**src/rtl/onn_pkg.sv**
```systemverilog
// Shared constants and types for the oscillator phase-matrix loader.
package onn_pkg;

    localparam int N_ROWS    = 5;
    localparam int N_COLS    = 3;
    localparam int PHI_W     = 4;
    localparam int NUM_WORDS = N_ROWS * N_COLS;

    // Width helper that never collapses to zero bits for tiny ranges.
    function automatic int clog2_min1(input int value);
        return (value <= 2) ? 1 : $clog2(value);
    endfunction

    localparam int NUM_W = clog2_min1(NUM_WORDS);
    localparam int CNT_W = clog2_min1(PHI_W);

    typedef enum logic [1:0] {
        IDLE   = 2'd0,
        SHIFT  = 2'd1,
        COMMIT = 2'd2
    } state_e;

endpackage

```
**src/rtl/synapse_phase_loader_if.sv**
```systemverilog
// Serial load handshake and committed phase-matrix bus of the loader.
interface synapse_phase_loader_if;

    logic                                                start;
    logic                                                abort;
    logic                                                bit_valid;
    logic                                                bit_in;
    logic                                                busy;
    logic [onn_pkg::NUM_W-1:0]                           num;
    logic [0:onn_pkg::NUM_WORDS*onn_pkg::PHI_W-1]        phi_out;
    logic                                                phi_valid;
    logic                                                done;

    modport master (
        output start, abort, bit_valid, bit_in,
        input  busy, num, phi_out, phi_valid, done
    );

    modport slave (
        input  start, abort, bit_valid, bit_in,
        output busy, num, phi_out, phi_valid, done
    );

endinterface

```
**src/rtl/phase_deserializer.sv**
```systemverilog
// MSB-first serial-to-parallel converter for one phase word; flags the word
// in the same cycle its final bit is accepted.
module phase_deserializer
    import onn_pkg::*;
(
    input  logic             clk,
    input  logic             rst,
    input  logic             clear_i,
    input  logic             shift_i,
    input  logic             bit_i,
    output logic [PHI_W-1:0] word_o,
    output logic             word_valid_o
);

    localparam logic [CNT_W-1:0] LAST_BIT = CNT_W'(PHI_W - 1);

    // Only PHI_W-1 bits need storage: the final bit completes the word directly.
    logic [PHI_W-2:0] sreg_q, sreg_d;
    logic [CNT_W-1:0] cnt_q, cnt_d;

    always_comb begin
        word_o       = {sreg_q, bit_i};
        word_valid_o = shift_i && !clear_i && (cnt_q == LAST_BIT);
        sreg_d       = sreg_q;
        cnt_d        = cnt_q;
        if (clear_i) begin
            sreg_d = '0;
            cnt_d  = '0;
        end else if (shift_i) begin
            sreg_d = word_o[PHI_W-2:0];
            cnt_d  = (cnt_q == LAST_BIT) ? '0 : cnt_q + CNT_W'(1);
        end
    end

    always_ff @(posedge clk or posedge rst) begin
        if (rst) begin
            sreg_q <= '0;
            cnt_q  <= '0;
        end else begin
            sreg_q <= sreg_d;
            cnt_q  <= cnt_d;
        end
    end

endmodule

```
**src/rtl/synapse_phase_loader.sv**
```systemverilog
// Sequences a serial phase-matrix load into a staging buffer and commits the
// whole matrix to phi_out in a single cycle so consumers never see a partial frame.
module synapse_phase_loader
    import onn_pkg::*;
(
    input  logic                  clk,
    input  logic                  rst,
    synapse_phase_loader_if.slave bus
);

    localparam logic [NUM_W-1:0] LAST_NUM = NUM_W'(NUM_WORDS - 1);

    state_e                state_q, state_d;
    logic [NUM_W-1:0]      num_q, num_d;
    logic                  busy_q, busy_d;
    logic                  done_q, done_d;
    logic                  phi_valid_q;
    logic                  commit_en;
    logic                  deser_clear;
    logic                  deser_shift;
    logic [PHI_W-1:0]      word;
    logic                  word_valid;
    logic [0:NUM_WORDS*PHI_W-1] phi_flat;

    phase_deserializer u_deser (
        .clk          (clk),
        .rst          (rst),
        .clear_i      (deser_clear),
        .shift_i      (deser_shift),
        .bit_i        (bus.bit_in),
        .word_o       (word),
        .word_valid_o (word_valid)
    );

    always_ff @(posedge clk or posedge rst) begin
        if (rst) begin
            state_q <= IDLE;
        end else begin
            state_q <= state_d;
        end
    end

    always_comb begin
        state_d = state_q;
        unique case (state_q)
            IDLE: begin
                if (bus.start && !bus.abort) begin
                    state_d = SHIFT;
                end
            end
            SHIFT: begin
                if (bus.abort) begin
                    state_d = IDLE;
                end else if (word_valid && (num_q == LAST_NUM)) begin
                    state_d = COMMIT;
                end
            end
            COMMIT:  state_d = IDLE;
            default: state_d = IDLE;
        endcase
    end

    // busy stays up through the cycle done is shown, so it covers the commit edge.
    always_comb begin
        deser_clear = (state_q != SHIFT) || bus.abort;
        deser_shift = (state_q == SHIFT) && bus.bit_valid && !bus.abort;
        commit_en   = (state_q == COMMIT);
        done_d      = commit_en;
        busy_d      = (state_d != IDLE) || commit_en;
        num_d       = num_q;
        unique case (state_q)
            IDLE:   num_d = '0;
            SHIFT: begin
                if (bus.abort) begin
                    num_d = '0;
                end else if (word_valid && (num_q != LAST_NUM)) begin
                    num_d = num_q + NUM_W'(1);
                end
            end
            COMMIT:  num_d = '0;
            default: num_d = '0;
        endcase
    end

    always_ff @(posedge clk or posedge rst) begin
        if (rst) begin
            num_q       <= '0;
            busy_q      <= 1'b0;
            done_q      <= 1'b0;
            phi_valid_q <= 1'b0;
        end else begin
            num_q       <= num_d;
            busy_q      <= busy_d;
            done_q      <= done_d;
            phi_valid_q <= phi_valid_q | commit_en;
        end
    end

    // One staging slot and one committed word per matrix entry, row-major.
    for (genvar gi = 0; gi < NUM_WORDS; gi++) begin : g_slot
        logic [PHI_W-1:0] stage_q;
        logic [PHI_W-1:0] phi_q;

        always_ff @(posedge clk or posedge rst) begin
            if (rst) begin
                stage_q <= '0;
                phi_q   <= '0;
            end else begin
                if (word_valid && (num_q == NUM_W'(gi))) begin
                    stage_q <= word;
                end
                if (commit_en) begin
                    phi_q <= stage_q;
                end
            end
        end

        assign phi_flat[gi*PHI_W +: PHI_W] = phi_q;
    end

    assign bus.busy      = busy_q;
    assign bus.num       = num_q;
    assign bus.done      = done_q;
    assign bus.phi_valid = phi_valid_q;
    assign bus.phi_out   = phi_flat;

endmodule

```
**src/flat_wrapper.sv**
```systemverilog
// flat-port wrapper written by rule: the top's interface ports become plain ports
module synapse_phase_loader_flat import onn_pkg::*;
  (clk, rst, bus_start, bus_abort, bus_bit_valid, bus_bit_in, bus_busy, bus_num, bus_phi_out, bus_phi_valid, bus_done);
  synapse_phase_loader_if bus_i ();
  input  logic clk;
  input  logic rst;
  input wire logic [$bits(bus_i.start)-1:0] bus_start;
  input wire logic [$bits(bus_i.abort)-1:0] bus_abort;
  input wire logic [$bits(bus_i.bit_valid)-1:0] bus_bit_valid;
  input wire logic [$bits(bus_i.bit_in)-1:0] bus_bit_in;
  output wire logic [$bits(bus_i.busy)-1:0] bus_busy;
  output wire logic [$bits(bus_i.num)-1:0] bus_num;
  output wire logic [$bits(bus_i.phi_out)-1:0] bus_phi_out;
  output wire logic [$bits(bus_i.phi_valid)-1:0] bus_phi_valid;
  output wire logic [$bits(bus_i.done)-1:0] bus_done;
  assign bus_i.start = bus_start;
  assign bus_i.abort = bus_abort;
  assign bus_i.bit_valid = bus_bit_valid;
  assign bus_i.bit_in = bus_bit_in;
  assign bus_busy = bus_i.busy;
  assign bus_num = bus_i.num;
  assign bus_phi_out = bus_i.phi_out;
  assign bus_phi_valid = bus_i.phi_valid;
  assign bus_done = bus_i.done;
  synapse_phase_loader u_core (.clk(clk), .rst(rst), .bus(bus_i));
endmodule
```
**config.mk**
```make
export PLATFORM = sky130hd
export DESIGN_NAME = synapse_phase_loader_flat
export DESIGN_NICKNAME = d
export VERILOG_FILES = /design/src/rtl/onn_pkg.sv /design/src/rtl/synapse_phase_loader_if.sv /design/src/rtl/phase_deserializer.sv /design/src/rtl/synapse_phase_loader.sv /design/src/flat_wrapper.sv
export SDC_FILE = /design/constraint.sdc
export NUM_CORES = 1
export LEC_CHECK = 0
export BUFFER_PORTS_ARGS = -buffer_cell sky130_fd_sc_hd__buf_4
export CORE_MARGIN = 3
export CORE_UTILIZATION = 45
export CTS_CLUSTER_SIZE = 14
export DETAILED_ROUTE_END_ITERATION = 10
export PLACE_DENSITY = 0.77
export SYNTH_ARGS = -nofsm -noshare
export SYNTH_HDL_FRONTEND = slang
export SYNTH_SLANG_ARGS = --single-unit
```
**constraint.sdc**
```tcl
create_clock -name clk -period 12.9 [get_ports clk]
set_clock_uncertainty 0.05 [all_clocks]
set_input_delay 2.58 -clock clk [delete_from_list [all_inputs] [get_ports clk]]
set_output_delay 2.58 -clock clk [all_outputs]
set_load 0.005 [all_outputs]
```
==> run summary, run 1 <==
The global-route total usage across every layer came out at 17.3%. For this design, the CTS-stage hold fixing added 0 buffers. The number of buffers created by CTS came out at 17. The element type at the critical path end is a flip-flop. The number of pins with negative max-slew slack in the final report came to 0. The clock-pin transition on the worst setup and hold timing paths is 60 ps. The clock passes through at most 2 buffers. The transition time at the pin with the least slew margin is 972 ps. Setup violations remaining at the end of the flow were counted as 0.

The die is 115 um wide. The share of cells above drive strength 1 came out at 56.6%. The switching power summed over all nets is 0.000197 W.

In this run the clock root is driven by a sky130_fd_sc_hd__clkbuf_16. The number of primary I/O pins came out at 73. The launching element type of the critical path is an input pin. Measured along the y axis, the die boundary spans 115 um. The via density per instance is 5.37. The first global-routing pass estimated 17400 um of wire.

VDD sags by at most 0.0758 mV. The TritonCTS clock tree is done. The number of core rows came out at 39. The switching share of total power is 20.6%.

In this run the post-CTS setup repair buffer count came out at 0. At the worst endpoint, the required time is 13150 ps. The number of antenna violations at the first check in global routing came out at 0. The critical path arrival is 4210 ps. The met2 wire length is 5230 um. The internal power came out at 0.000761 W.

The path class of the tightest hold or removal check is reg2reg. The number of nets in the synthesized netlist is 350. The timing-limited maximum frequency is 0.253 GHz. The count of nets left with antenna violations once routing finished came out at 0. Relative to the synthesized area, the layout overhead comes to 24.5%.

Synthesis handed over a netlist of 339 instances. The die outline area is 0.0132 mm2. The post-placement cell count is 540. The HPWL reported at the end of detailed placement is 6770 um.

Counting distinct cell types in the post-synthesis netlist gives 32. The clock insertion delay at the later pin of the skew report came out at 410 ps. The final cycle utilization of the critical path came out at 30.7%.

Across the whole layout, storage elements account for 0.00335 mm2. The clock network fraction of design power came out at 54.4%. The worst setup path is of the in2reg kind.

Setup repair after global routing left no endpoint under its margin. 0 antenna diodes ended up in the layout. Synthesis inferred 134 register bits. The sum of negative setup slack is 0 ps. The total vias in the final route is 3069. Headroom to the max-slew limit came out at 35.2%. The detailed router used layers up to and including met4. The final critical path time including I/O delays and setup is 3960 ps. The finished layout holds 572 standard cells, fillers aside. The DRC violation count after routing is 0. The first TritonRoute pass finished after 5 iterations. The leftover overflow at the end of global routing came out at 0. During placement, the flow inserted port buffers numbering 72.

The largest net degree at the start of global routing is 80. The number of synthesis warnings is 0. The DRC marker count from the first detailed-route iteration came out at 178. Summing the sequential cell areas from Yosys gives 62.8% of the chip area. The congestion estimate from routability-driven global placement came to 0.893. The part of the power in registers is 44.1%. The via count of the first global-routing pass was 3213. The multi-input combinational cells in the finished layout cover a total of 0.00189 mm2.

The cell leakage power is 3.47 nW. In the final routing, the length of wire on met1 measures 4680 um. The H-tree was split into 4 levels. The sum of routed wire length over all layers came out at 10600 um. The wire length on met3 came out at 526 um. The largest driver fanout on the critical path came out at 15.

The net count of the finished layout is 427. The region available for standard cell placement spans 0.0115 mm2. The number of gates resized after CTS is 0.

The synthesized area per cell came out at 15.7 um2. The number of clock sinks is 134. Dividing the detail-routed wire length by the instance count gives 18.5 um.

The max capacitance violation total is 0. The power density relative to cell area is 144 mW/mm2. The flow ran to the end, and the final reports show no timing, DRC or antenna violations. For this configuration, the core starts out at a cell density of 46.4%. The cell area after synthesis is 0.00534 mm2. The number of endpoints with negative hold slack in the final report is 0. The combinational share of power came out at 1.6%.

The layout has 905 filler cells.
## layer usage
layer,GRT usage [%],vias up
met5,0,-
met4,6.89,0
met3,4.47,14
met2,27.2,84
met1,23.1,1594
li1,-,1377
## worst max-delay path, stage by stage
cell                       delay (ps)
sky130_fd_sc_hd__buf_4            120
sky130_fd_sc_hd__nand3b_2         470
sky130_fd_sc_hd__nor4_2           620
sky130_fd_sc_hd__mux2_2           410
## registers in the layout, summed over array words and instances (netlist names)
name	count
u_core.state_q	2
u_core.u_deser.cnt_q	2
u_core.g_slot.phi_q	60
u_core.bus.done	1
u_core.g_slot.stage_q	60
u_core.bus.busy	1
u_core.bus.num	4
u_core.bus.phi_valid	1
u_core.u_deser.sreg_q	3
## power by group through the flow
stage / clock network [W] / registers [W] / logic [W]
after CTS: 0.000529 / 0.000422 / 0.0000157
after detailed placement: 0 / 0.000430 / 0.0000157
after global routing: 0.000551 / 0.000422 / 0.0000171
final: 0.000521 / 0.000422 / 0.0000150
after global placement: 0 / 0.000430 / 0.0000151
after floorplan: 0 / 0.000429 / 0.0000105
## layout make-up
type | count | share of cell area [%]
Tap cell | 143 | 2.69
Multi-Input combinational cell | 184 | 28.5
Clock inverter | 13 | 2.90
Inverter | 5 | 0.320
Timing Repair Buffer | 74 | 8.36
Clock buffer | 19 | 6.82
Sequential cell | 134 | 50.5
## synth_stat cells, drive strengths merged
| library cell | instances | area, um2 |
|---|---|---|
| dfrtp | 134 | 3350 |
| mux2 | 120 | 1350 |
| buf | 10 | 56.3 |
| nor2 | 9 | 33.8 |
| nor3 | 9 | 109 |
| clkbuf | 6 | 22.5 |
| ha | 5 | 62.6 |
| inv | 5 | 18.8 |
| mux2i | 5 | 50.1 |
| nand2b | 5 | 31.3 |
| nor4 | 5 | 71.3 |
| nand2 | 4 | 15.0 |
| nand3b | 3 | 26.3 |
| and3 | 2 | 12.5 |
| nand3 | 2 | 10.0 |
| nand4 | 2 | 12.5 |
| o311ai | 2 | 17.5 |
| a211oi | 1 | 7.51 |
| a31oi | 1 | 6.26 |
| and3b | 1 | 8.76 |
| and4 | 1 | 8.76 |
| nor2b | 1 | 6.26 |
| nor3b | 1 | 7.51 |
| o21ai | 1 | 5.00 |
| o21bai | 1 | 7.51 |
| o311a | 1 | 10.0 |
| o41ai | 1 | 8.76 |
| or3b | 1 | 8.76 |
## cell families (layout without fill, tap and decap cells)
group           after synthesis  after routing  synth area share [%]
buf+inv                      21            111                  1.83
fa+ha+maj                     5              5                  1.17
flops                       134            134                  62.8
simple gates                 46             46                  6.77
compound gates                8              8                  1.17
mux                         125            125                  26.2
## worst paths after layout
path	cells past startpoint	endpoint	slack, ps	startpoint
setup / recovery	4	u_core.g_slot[3].stage_q[1]	8940	bus_abort
hold / removal	1	u_core.bus.phi_valid	420	u_core.bus.phi_valid
setup reg to reg	4	u_core.g_slot[3].stage_q[1]	10750	u_core.u_deser.cnt_q[0]
hold reg to reg	1	u_core.bus.phi_valid	420	u_core.bus.phi_valid
max in group asynchronous	3	u_core.g_slot[6].stage_q[2]	9130	rst
min in group asynchronous	2	u_core.g_slot[8].phi_q[2]	2220	rst
## through the flow
stage / area, um2 / total power, W / util (%) / worst slack, ps / hold WS (ps)
after global routing: 6650 / 0.000990 / 57.7 / 8840 / 448
after floorplan: 5340 / 0.000440 / - / 6690 / 409
final: 6650 / 0.000958 / 57.7 / 8940 / 420
after detailed placement: 6000 / 0.000446 / 52.1 / 8530 / 411
after global placement: 6000 / 0.000445 / 52.1 / 8580 / 408
after CTS: 6650 / 0.000966 / 57.7 / 8930 / 428
## cells in the final DEF (no fill, tap or decap), types with 2 or more instances in the layout
master,instances
sky130_fd_sc_hd__and3_1,2
sky130_fd_sc_hd__buf_4,74
sky130_fd_sc_hd__bufinv_16,4
sky130_fd_sc_hd__clkbuf_16,17
sky130_fd_sc_hd__clkbuf_8,2
sky130_fd_sc_hd__clkinv_2,2
sky130_fd_sc_hd__dfrtp_1,134
sky130_fd_sc_hd__ha_1,5
sky130_fd_sc_hd__inv_1,4
sky130_fd_sc_hd__inv_6,4
sky130_fd_sc_hd__mux2_2,120
sky130_fd_sc_hd__mux2i_1,5
sky130_fd_sc_hd__nand2_1,4
sky130_fd_sc_hd__nand2b_1,4
sky130_fd_sc_hd__nand3_1,2
sky130_fd_sc_hd__nand3b_1,2
sky130_fd_sc_hd__nand4_1,2
sky130_fd_sc_hd__nor2_1,9
sky130_fd_sc_hd__nor3_2,6
sky130_fd_sc_hd__nor3_4,3
sky130_fd_sc_hd__nor4_2,4
sky130_fd_sc_hd__o311ai_0,2
(Power assumes the default switching activity.)
==> inputs of run 2 (changes only) <==
==> constraint.sdc (replaced) <==
create_clock -name clk -period 4 [get_ports clk]
set_clock_uncertainty 0.05 [all_clocks]
set_input_delay 0.8 -clock clk [delete_from_list [all_inputs] [get_ports clk]]
set_output_delay 0.8 -clock clk [all_outputs]
set_load 0.005 [all_outputs]
==> run 2 against run 1 <==
Against the previous run:
- first-iteration DRC count increased by 13%
- die area unchanged
- combinational power increased to 3.3 times the previous value
- via count about the same
- sequential power increased to 3.2 times the previous value
- wire length increased by 0.24%
- global-route usage increased by 0.11 points
- setup slack got worse by 7300 ps
- register-to-register slack got worse by 9100 ps
==> run summary, run 2 (same netlist as run 1, synthesis figures left out) <==
Fill cells in the final layout number 930. The effective utilization at floorplan is 46.4%. Once placement finished, the instance area stood at 0.00601 mm2.

The critical path in this run is classified as reg2reg. The number of antenna violations at the first check in global routing is 0. The share of cells above drive strength 1 is 55.9%. The headroom to the max-slew limit is 35.8%. The largest driver fanout on the critical path came out at 37. The final cycle utilization of the critical path came out at 58.5%.

The worst path in the final design needs a cycle of 2340 ps, including I/O delays and setup. Leaving out fill and tap cells, the most frequent cells in the layout are sky130_fd_sc_hd__dfrtp_1, sky130_fd_sc_hd__mux2_2, sky130_fd_sc_hd__buf_4. The total non-filler cell area in the finished layout came out at 0.00661 mm2.

STA classifies the critical path endpoint as a flip-flop. The max capacitance violation total is 0. The critical path arrival is 2580 ps.

The post-placement cell count came out at 540. During I/O placement, the number of pins put on the boundary was 73. The timing-limited maximum frequency came out at 0.427 GHz.

The slowest cell on the critical path is sky130_fd_sc_hd__nand2b_2. The total vias in the final route came out at 3066. Global routing finished with a remaining overflow of 0. The first global-routing pass estimated 17600 um of wire.

The height of the chip came out at 115 um. The number of clock sinks is 134. The worst min-delay path category is reg2reg. The cell leakage power is 3.45 nW. The floorplan step defined a die boundary enclosing 0.0132 mm2.

The final routed wire length divided by cell count is 18.6 um. The placeable core region came out at 0.0115 mm2. STA classifies the critical path startpoint as a flip-flop. The DRC violation count after routing is 0.

Global routing used 17.4% of the available tracks across all layers. Walking the worst path, the cells encountered are nand2b_2, buf_4, mux2_2. Setup repair after global routing left no endpoint under its margin. STA puts the critical path data required time at 4240 ps. The final layout contains 427 nets.

For the pin with the worst max-slew slack, the measured transition is 962 ps. The sum of negative setup slack is 0 ps. TritonCTS built the clock tree. The number of buffers inserted for hold repair after clock tree synthesis came out at 0. After legalization and detailed placement, the total HPWL measured 6540 um. After clock tree synthesis, the clock-pin slew on the worst setup and hold paths is 50 ps. The buffer depth of the longest clock path came out at 2.

The clock insertion delay at the later pin of the skew report came out at 410 ps. The share of the core filled with cells came out at 57.4%. After the first detailed-routing iteration, the DRC count stood at 201. The tree is rooted in a sky130_fd_sc_hd__clkbuf_16.

The number of core rows came out at 39. The number of pins with negative max-slew slack in the final report is 0. The flow ran to the end, and the final reports show no timing, DRC or antenna violations. After detailed routing, the number of vias per cell comes to 5.36.

The largest net degree at the start of global routing is 135. The final antenna diode count came out at 0. Leaving out filler cells and counting taps, the final layout contains 572. The delay contributed by the slowest stage of the critical path is 800 ps. Leaving out fill and tap cells, the most frequent cell in the layout is sky130_fd_sc_hd__dfrtp_1. Before antenna repair, the detailed router went through 4 iterations. The peak supply drop is 0.393 mV.

The power density relative to cell area is 449 mW/mm2. Counting the buffers created by CTS gives 17. The count of buffers added on input and output ports is 72. The number of endpoints with negative hold slack in the final report is 0.

The via count of the first global-routing pass is 3290. In this run the number of H-tree levels came out at 4. The buffers inserted during post-CTS setup optimization came out at 0. The final RePlAce weighted congestion is 0.863.

The number of gates resized after CTS is 0. The total of endpoints with negative setup slack in the final report came out at 0. The post-detailed-route count of antenna-violating nets came out at 0. For this block, the routed nets add up to 10600 um of wire. The tightest hold path in the finished design has a slack of 423 ps. The post-synthesis to final-layout area growth came out at 23.7%. The floorplan step set the die width to 115 um.
## run 2: critical path: cells and delay by family (launching register included)
family        cells  cell delay, ps
buf+inv           1             490
simple gates      1             800
flops             1             460
mux               1             390
## run 2: path summary, 6_finish.rpt
path	startpoint	endpoint	slack [ps]	depth (start not counted)
worst min register to register	u_core.bus.phi_valid	u_core.bus.phi_valid	420	1
worst max-delay path	u_core.state_q[0]	u_core.g_slot[2].phi_q[2]	1660	3
worst min-delay path	u_core.bus.phi_valid	u_core.bus.phi_valid	420	1
max in group asynchronous	rst	u_core.g_slot[4].phi_q[2]	2850	3
worst max register to register	u_core.state_q[0]	u_core.g_slot[2].phi_q[2]	1660	3
min in group asynchronous	rst	u_core.g_slot[7].phi_q[0]	530	3
## run 2: per-stage QoR
stage | setup WS (ps) | total power (W)
finish | 1660 | 0.00297
global route | 1530 | 0.00307
CTS | 1640 | 0.00300
detailed placement | 1440 | 0.00144
global placement | 1470 | 0.00144
floorplan | 1480 | 0.00142
## run 2: area by class of cell
cell class,instances,area (um2),area share (%)
timing repair buffer,74,568,8.60
multi-input combinational,184,1890,28.6
tap,143,179,2.71
inverter,5,22.5,0.341
clock inverter,10,128,1.93
clock buffer,22,464,7.03
sequential,134,3350,50.8
## run 2: where the power goes
| group | internal, W | leakage (nW) | switching (W) |
|---|---|---|---|
| registers | 0.00136 | 1.87 | 0.00000395 |
| logic | 0.0000110 | 1.28 | 0.0000384 |
| clock network | 0.00101 | 0.293 | 0.000551 |
## run 2: layer usage
layer  routed length, um  up-vias  track usage [%]  share of wire [%]
li1                    -     1364                -                  -
met1                4760     1612             23.0                 45
met2                5190       74             26.6                 49
met3                 496       16             5.95                4.7
met4                 177        0             6.89                1.7
met5                   0        -                0                  0
